[src/rtl/uart_rx.sv]
`default_nettype none
// ============================================================================
//  Module   : uart_rx
//  Purpose  : 8N1 UART receiver. Oversamples the rx line, validates the start
//             bit at its midpoint, shifts in 8 data bits LSB first and checks
//             the stop bit. The received byte is offered through a
//             valid/ack handshake. Overrun and framing errors are flagged.
//  Revision : 1.0  initial release
// ----------------------------------------------------------------------------
//  Ports
//    clk         in   system clock, all logic on posedge
//    rst_n       in   synchronous reset, active low
//    rx          in   asynchronous serial input, idle high
//    data        out  last received byte
//    data_valid  out  byte available, held until acknowledged
//    data_ack    in   consumer accepts byte (only honoured while data_valid=1)
//    busy        out  frame reception in progress
//    frame_err   out  one-clk pulse: stop bit sampled low
//    overrun     out  one-clk pulse: byte completed while previous one unread
// ============================================================================
module uart_rx #(
  parameter int CLK_FREQ   = 10_000_000,
  parameter int BAUD_RATE  = 9600,
  parameter int OVERSAMPLE = 16
) (
  input  logic       clk,
  input  logic       rst_n,
  input  logic       rx,
  output logic [7:0] data,
  output logic       data_valid,
  input  logic       data_ack,
  output logic       busy,
  output logic       frame_err,
  output logic       overrun
);

  localparam int TICK_DIV = CLK_FREQ / (BAUD_RATE * OVERSAMPLE);
  localparam int TW       = (TICK_DIV > 1) ? $clog2(TICK_DIV) : 1;
  localparam int SW       = $clog2(OVERSAMPLE);

  localparam logic [TW-1:0] TICK_LAST   = TW'(TICK_DIV - 1);
  localparam logic [SW-1:0] SAMPLE_HALF = SW'(OVERSAMPLE / 2 - 1);
  localparam logic [SW-1:0] SAMPLE_LAST = SW'(OVERSAMPLE - 1);

  typedef enum logic [1:0] {
    IDLE  = 2'd0,
    START = 2'd1,
    DATA  = 2'd2,
    STOP  = 2'd3
  } state_t;

  state_t          state;
  state_t          next_state;
  logic            rx_meta;
  logic            rx_s;
  logic            rx_prev;
  logic [TW-1:0]   tick_cnt;
  logic [SW-1:0]   sample_cnt;
  logic [2:0]      bit_cnt;
  logic [7:0]      shift_reg;
  logic            tick;
  logic            fall_edge;
  logic            sample_en;
  logic            finish_ok;
  logic            finish_bad;

  assign tick      = (state != IDLE) && (tick_cnt == TICK_LAST);
  // Only a genuine 1->0 transition arms the receiver, so a held-low line
  // (break) cannot retrigger it.
  assign fall_edge = rx_prev && !rx_s;
  assign busy      = (state != IDLE);

  always_ff @(posedge clk) begin
    if (!rst_n) begin
      state <= IDLE;
    end else begin
      state <= next_state;
    end
  end

  always_comb begin
    next_state = state;
    sample_en  = 1'b0;
    finish_ok  = 1'b0;
    finish_bad = 1'b0;
    case (state)
      IDLE: begin
        if (fall_edge) next_state = START;
      end
      START: begin
        // Mid start bit: a line back high means the edge was a glitch.
        if (tick && sample_cnt == SAMPLE_HALF) begin
          next_state = rx_s ? IDLE : DATA;
        end
      end
      DATA: begin
        if (tick && sample_cnt == SAMPLE_LAST) begin
          sample_en = 1'b1;
          if (bit_cnt == 3'd7) next_state = STOP;
        end
      end
      STOP: begin
        // Leaving at mid stop bit leaves half a bit to catch a following
        // start edge with no idle gap.
        if (tick && sample_cnt == SAMPLE_LAST) begin
          next_state = IDLE;
          finish_ok  = rx_s;
          finish_bad = !rx_s;
        end
      end
      default: next_state = IDLE;
    endcase
  end

  always_ff @(posedge clk) begin
    if (!rst_n) begin
      rx_meta    <= 1'b1;
      rx_s       <= 1'b1;
      rx_prev    <= 1'b1;
      tick_cnt   <= '0;
      sample_cnt <= '0;
      bit_cnt    <= '0;
      shift_reg  <= '0;
      data       <= '0;
      data_valid <= 1'b0;
      frame_err  <= 1'b0;
      overrun    <= 1'b0;
    end else begin
      rx_meta <= rx;
      rx_s    <= rx_meta;
      rx_prev <= rx_s;

      if (state == IDLE || tick) begin
        tick_cnt <= '0;
      end else begin
        tick_cnt <= tick_cnt + 1'b1;
      end

      // Sample counter restarts on every state change and after each data bit.
      if (state == IDLE || next_state != state || sample_en) begin
        sample_cnt <= '0;
      end else if (tick) begin
        sample_cnt <= sample_cnt + 1'b1;
      end

      if (state == IDLE) begin
        bit_cnt <= '0;
      end else if (sample_en) begin
        bit_cnt <= bit_cnt + 3'd1;
      end

      if (sample_en) begin
        shift_reg <= {rx_s, shift_reg[7:1]};
      end

      frame_err <= finish_bad;
      // An ack arriving in the completion cycle frees the slot, so no overrun.
      overrun   <= finish_ok && data_valid && !data_ack;

      if (finish_ok) begin
        data       <= shift_reg;
        data_valid <= 1'b1;
      end else if (data_valid && data_ack) begin
        data_valid <= 1'b0;
      end
    end
  end

endmodule
`default_nettype wire

[config.mk]
export PLATFORM = sky130hd
export DESIGN_NAME = uart_rx
export DESIGN_NICKNAME = d
export VERILOG_FILES = /design/src/rtl/uart_rx.sv
export SDC_FILE = /design/constraint.sdc
export NUM_CORES = 1
export LEC_CHECK = 0
export ABC_CLOCK_PERIOD_IN_PS = 2300
export CELL_PAD_IN_SITES_DETAIL_PLACEMENT = 0
export CELL_PAD_IN_SITES_GLOBAL_PLACEMENT = 1
export CORE_ASPECT_RATIO = 0.9
export CORE_MARGIN = 4
export CORE_UTILIZATION = 45
export DETAILED_ROUTE_END_ITERATION = 12
export DONT_BUFFER_PORTS = 1
export GPL_TIMING_DRIVEN = 1
export PLACE_DENSITY_LB_ADDON = 0.1
export SETUP_SLACK_MARGIN = 0.4
export SYNTH_ARGS = -nofsm -noshare
export SYNTH_HDL_FRONTEND = slang
export SYNTH_SLANG_ARGS = --single-unit
[constraint.sdc]
create_clock -name clk -period 2.3 [get_ports clk]
set_input_delay 0.115 -clock clk [delete_from_list [all_inputs] [get_ports clk]]
set_output_delay 0.115 -clock clk [all_outputs]
set_load 0.05 [all_outputs]
==> metrics.txt, run 1 <==
status=finished clean; critical path class=reg -> reg; Starting Density=48.5%; DP Cell Count=203; element type at the critical path start=flip-flop; fin nets=189; Ys Warns=0; post-route ant nets=0; Synth top area share=approximately half; R2R Path End=sample_cnt[1]; Yosys cell types=32; DRT Pass-1 Iters=4; vias per cell=5.13; Antenna Cells=0; Worst Max-Slew Pin Slew=747 ps; Synth Flop Type=dfxtp_1; vias in the first global route=1091; Slew headroom=50.2%; vias=~1100; CTS buffer count=5; worst r2r path cells=5; CP Capture Type=flip-flop; Final Routed Wirelength=a little under 3000 µm; share of layout cells above drive strength 1=9.39%; Die ar.=roughly 0.0044 mm²; Slew Limit Fails=0; CP arrival=~2000 ps; Lkg Pwr=0.633 nW; initial antenna violation count=0; I/O Pins=16; grt ovf=0; Tcrit/Tclk final=79.1%; total track usage=14.8%; port bufs=0; H-tree depth=2; clk_lat worst skew=approximately 300 ps; register area share after synthesis=about half; max-cap violation count=0; fmax=550 MHz; HP Start=rst_n; first-pass GRT wire length=5080 µm; Yosys reg bits=38; final instance area=roughly 0.0018 mm²; fraction of registers with async set/reset=0%; Die Y=around 63 µm; Routability Congestion=0.765; width of the chip=slightly below 70 µm; synth top area cells=dfxtp_1 50%, nand2_1 6.1%, mux2i_1 5.9%; Setup Skew=9.49 ps; EDFF count, synth=0; crit path max fanout=5; DP Area=about 0.0016 mm²; Synth area leader=dfxtp_1; hpwl dp=1800 µm; clk slew on worst S/H paths=80 ps; Pwr Total=about 1.3 mW; Synth Instances=167; most common cell in the netlist=dfxtp_1; Avg Cell Area, Syn=9.19 µm²; CP required=roughly 2500 ps; Power per Cell Area=around 700 mW/mm²; hold endpoint=shift_reg[4]; Hold Worst Slack=27.2 ps; largest net degree at the start of global routing=23; FF-to-FF Start=tick_cnt[5]; Layout Cells excl Fill=223; VDD IR max=around 420 µV; CORE AREA=0.00316 mm²; worst setup margin=481 ps; pre-CTS WS=272 ps; Initial DRC Count=62; Clock Sinks=38; Post-route DRC=0; Rows=19; Worst Hold Path Cells=2; setup violators final=0; crit path time final=1820 ps; Mapped Area=0.00153 mm²; Layout area overhead=16.9%; TNS Setup=0 ps; DR WL/cell=13.1 µm; Clock Tree Buf Depth=2; Final Util=56.7%; RSZ-0062 raised after global routing=true; CTS root buf=clkbuf_8; top cells by count, synth=38 x dfxtp_1, 25 x nand2_1, 16 x nor2_1; Final Hold Vio Count=0; Mapped Nets=176; HP Class=in -> reg; Fillers=295; CTS tree=yes; R2R Setup Slk=480 ps
metal layers:
layer	wire, µm	share of wire (%)	global-route usage (%)
met3	139	4.8	4.61
met2	1270	44	22.0
met5	0	0	0
met4	63	2.2	8.78
met1	1450	49	18.6
critical path, stage by stage (launching register included):
cell and delay [ps]:
dfxtp_1 340, or4_4 590, buf_4 170, nor3_1 330, mux2i_1 230, nor2_1 50
logic make-up (layout without fill, tap and decap cells):
kind of cell,after synthesis,in the layout,share of synthesized area [%]
AO/OA/AOI/OAI,20,20,7.50
XOR/XNOR,9,9,5.14
AND/OR/NAND/NOR,72,72,23.3
adder cells (fa/ha/maj),5,5,4.08
buffers and inverters,14,28,4.49
flip-flops,38,38,49.6
multiplexers,9,9,5.87
worst max path at each step:
stage	startpoint	to	slack (ps)
final	tick_cnt[5]	sample_cnt[1]	480
after detailed placement	tick_cnt[3]	data[5]	270
after CTS	tick_cnt[3]	data[5]	400
after floorplan	tick_cnt[3]	data[1]	470
after global routing	tick_cnt[2]	sample_cnt[1]	360
after global placement	tick_cnt[3]	data[3]	330
cell type report:
cell class                      count  area, µm²  share of cell area (%)
Timing Repair Buffer               14        134                    7.47
Clock buffer                        5       68.8                    3.84
Tap cell                           42       52.6                    2.93
Inverter                            6       22.5                    1.26
Clock inverter                      3       40.0                    2.23
Sequential cell                    38        761                    42.4
Multi-Input combinational cell    115        714                    39.8
power by group:
part / total (mW) / switching, mW / internal (mW) / leakage (nW)
sequential: 0.665 / 0.00445 / 0.661 / 0.307
clock: 0.559 / 0.240 / 0.319 / 0.0579
combinational: 0.0295 / 0.0196 / 0.00994 / 0.268
placed cells by master (no fill, tap or decap), drive strengths merged, types with 2 or more instances in the layout:
cell	synthesis	routed
buf	3	5
nand2	25	25
mux2i	9	9
nor3	3	3
dfxtp	38	38
nand3	13	13
clkinv	0	2
xnor2	7	7
nor2	16	16
xor2	2	2
clkbuf	5	5
nor3b	3	3
nand2b	3	3
a211oi	2	2
ha	5	5
and3	2	2
a21oi	2	2
dlygate4sd3	0	8
inv	6	6
nor4	2	2
o21ai	12	12
repair_timing:
| item | in CTS | in global routing |
|---|---|---|
| setup endpoints to repair | 15 | 21 |
| endpoints found under the hold margin | 24 | 0 |
| hold buffers | 9 | 0 |
| gates cloned | 1 | 0 |
| pin swaps | 0 | 3 |
| resized for setup | 4 | 1 |
| buffers inserted | 0 | 2 |
Power figures use the tool's default switching activity.
==> run 2: changes to the inputs <==
--- a/config.mk
+++ b/config.mk
@@ -5,7 +5,7 @@
 export SDC_FILE = /design/constraint.sdc
 export NUM_CORES = 1
 export LEC_CHECK = 0
-export ABC_CLOCK_PERIOD_IN_PS = 2300
+export ABC_CLOCK_PERIOD_IN_PS = 1750
 export CELL_PAD_IN_SITES_DETAIL_PLACEMENT = 0
 export CELL_PAD_IN_SITES_GLOBAL_PLACEMENT = 1
 export CORE_ASPECT_RATIO = 0.9
==> constraint.sdc (replaced) <==
create_clock -name clk -period 1.75 [get_ports clk]
set_input_delay 0.0875 -clock clk [delete_from_list [all_inputs] [get_ports clk]]
set_output_delay 0.0875 -clock clk [all_outputs]
set_load 0.05 [all_outputs]
==> metrics.txt, run 2 (same netlist as run 1, synthesis figures left out) <==
DR WL/cell=about 12 µm; crit path cell chain=or4_4 -> buf_4 -> nor4_4 -> buf_12 -> xnor2_1 -> nor2_1; grt ovf=0; CP Capture Type=flip-flop; Hold Worst Slack=~16 ps; element type at the critical path start=flip-flop; post-route ant nets=0; setup violators final=0; Layout area overhead=24.7%; slowest stage delay, CP=about 540 ps; Setup Skew=7.42 ps; commonest non-fill, non-tap cell in the layout=dfxtp_1; R2R Setup Slk=60 ps; CP required=1920 ps; CP arrival=1860 ps; Post-route DRC=0; Final Hold Vio Count=0; Power per Cell Area=approximately 850 mW/mm²; crit path time final=1690 ps; Initial DRC Count=38; CORE AREA=0.00316 mm²; final instance area=around 0.0019 mm²; largest net degree at the start of global routing=30; Tcrit/Tclk final=96.4%; Clock Tree Buf Depth=2; first-pass GRT wire length=4870 µm; Final Routed Wirelength=2740 µm; Routability Congestion=0.779; Die Y=~63 µm; share of layout cells above drive strength 1=20.1%; crit path max fanout=21; worst setup margin=roughly 63 ps; worst r2r path cells=6; Clock Sinks=38; width of the chip=between 60 and 70 µm; clk slew on worst S/H paths=70 ps; fmax=593 MHz; initial antenna violation count=0; critical path class=reg -> reg; CTS buffer count=5; Starting Density=48.5%; Rows=19; vias in the first global route=between 1000 and 1500; highest-count cells in the layout ignoring fill and taps=36 x dfxtp_1, 25 x nand2_1, 16 x buf_4, 14 x nor2_1, 13 x nand3_1; I/O Pins=16; Slew headroom=38.2%; clk_lat worst skew=270 ps; M2 GR Usage=around 23%; HP Class=in -> reg; status=finished clean; VDD IR max=490 µV; pre-CTS WS=-13.7 ps; vias=between 1000 and 1500; M1 GR Usage=16.7%; CTS tree=yes; port bufs=0; Slew Limit Fails=0; Worst Hold Path Cells=2; Lkg Pwr=a little over 0.7 nW; fin nets=197; Die ar.=0.00441 mm²; CP max-delay cell=or4_4; DP Area=between 0.0015 and 0.002 mm²; total track usage=between 10 and 15%; H-tree depth=2; vias per cell=roughly 4.9; CTS root buf=clkbuf_8; Antenna Cells=0; hpwl dp=1850 µm; met3 usage=3.82%; RSZ-0062 raised after global routing=true; DRT Pass-1 Iters=5; max-cap violation count=0; layer with the highest usage=met2; Worst Max-Slew Pin Slew=just over 900 ps
## run 2: cell types whose count changed in the layout (fill, tap and decap cells not counted), sizes merged
cell,previous run,this run
dlygate4sd3,8,2
clkinv,2,0
clkbuf,5,7
buf,5,19
## run 2: metal layers
layer	vias up	share of wire (%)
li1	600	-
met1	521	49
met2	16	47
met3	2	4.2
met4	0	0.66
met5	-	0
## run 2: worst paths after layout
kind                     start           end
setup / recovery   tick_cnt[5]    bit_cnt[0]
hold / removal           rst_n      state[1]
setup reg to reg   tick_cnt[5]    bit_cnt[0]
hold reg to reg   shift_reg[1]  shift_reg[0]
## run 2: cell type report
type	count	area, µm²
clock buffer	7	76.3
timing repair buffer	22	195
clock inverter	1	30.0
inverter	6	22.5
sequential	38	763
tap	42	52.6
multi-input combinational	115	773
fill	284	1250
## run 2: through the flow
step                utilization (%)  instances  total power, mW  setup TNS (ps)
floorplan                         -        167            0.922               0
global placement               52.7        216            0.924               0
detailed placement             52.7        216            0.924           -20.2
global route                   60.5        231             1.70            -168
CTS                            59.5        229             1.64               0
finish                         60.5        231             1.63               0
## run 2: worst max-delay path: cells and delay by family, from the launching register on
family	cells	cell delay [ps]
buf+inv	2	360
simple gates	3	770
xor+xnor	1	120
flops	1	320
## run 2: report_power, final
group,switching (mW),internal (mW),total (mW)
registers,0.00672,0.869,0.876
clock network,0.274,0.426,0.700
logic,0.0303,0.0206,0.0509
## run 2: repair_timing
action	4_1_cts	5_1_grt
buffers inserted	1	2
setup endpoints to repair	36	37
hold endpoints to repair	23	0
hold buffers	3	0
resized for setup	16	6
pin swaps	3	4
cloned	1	0
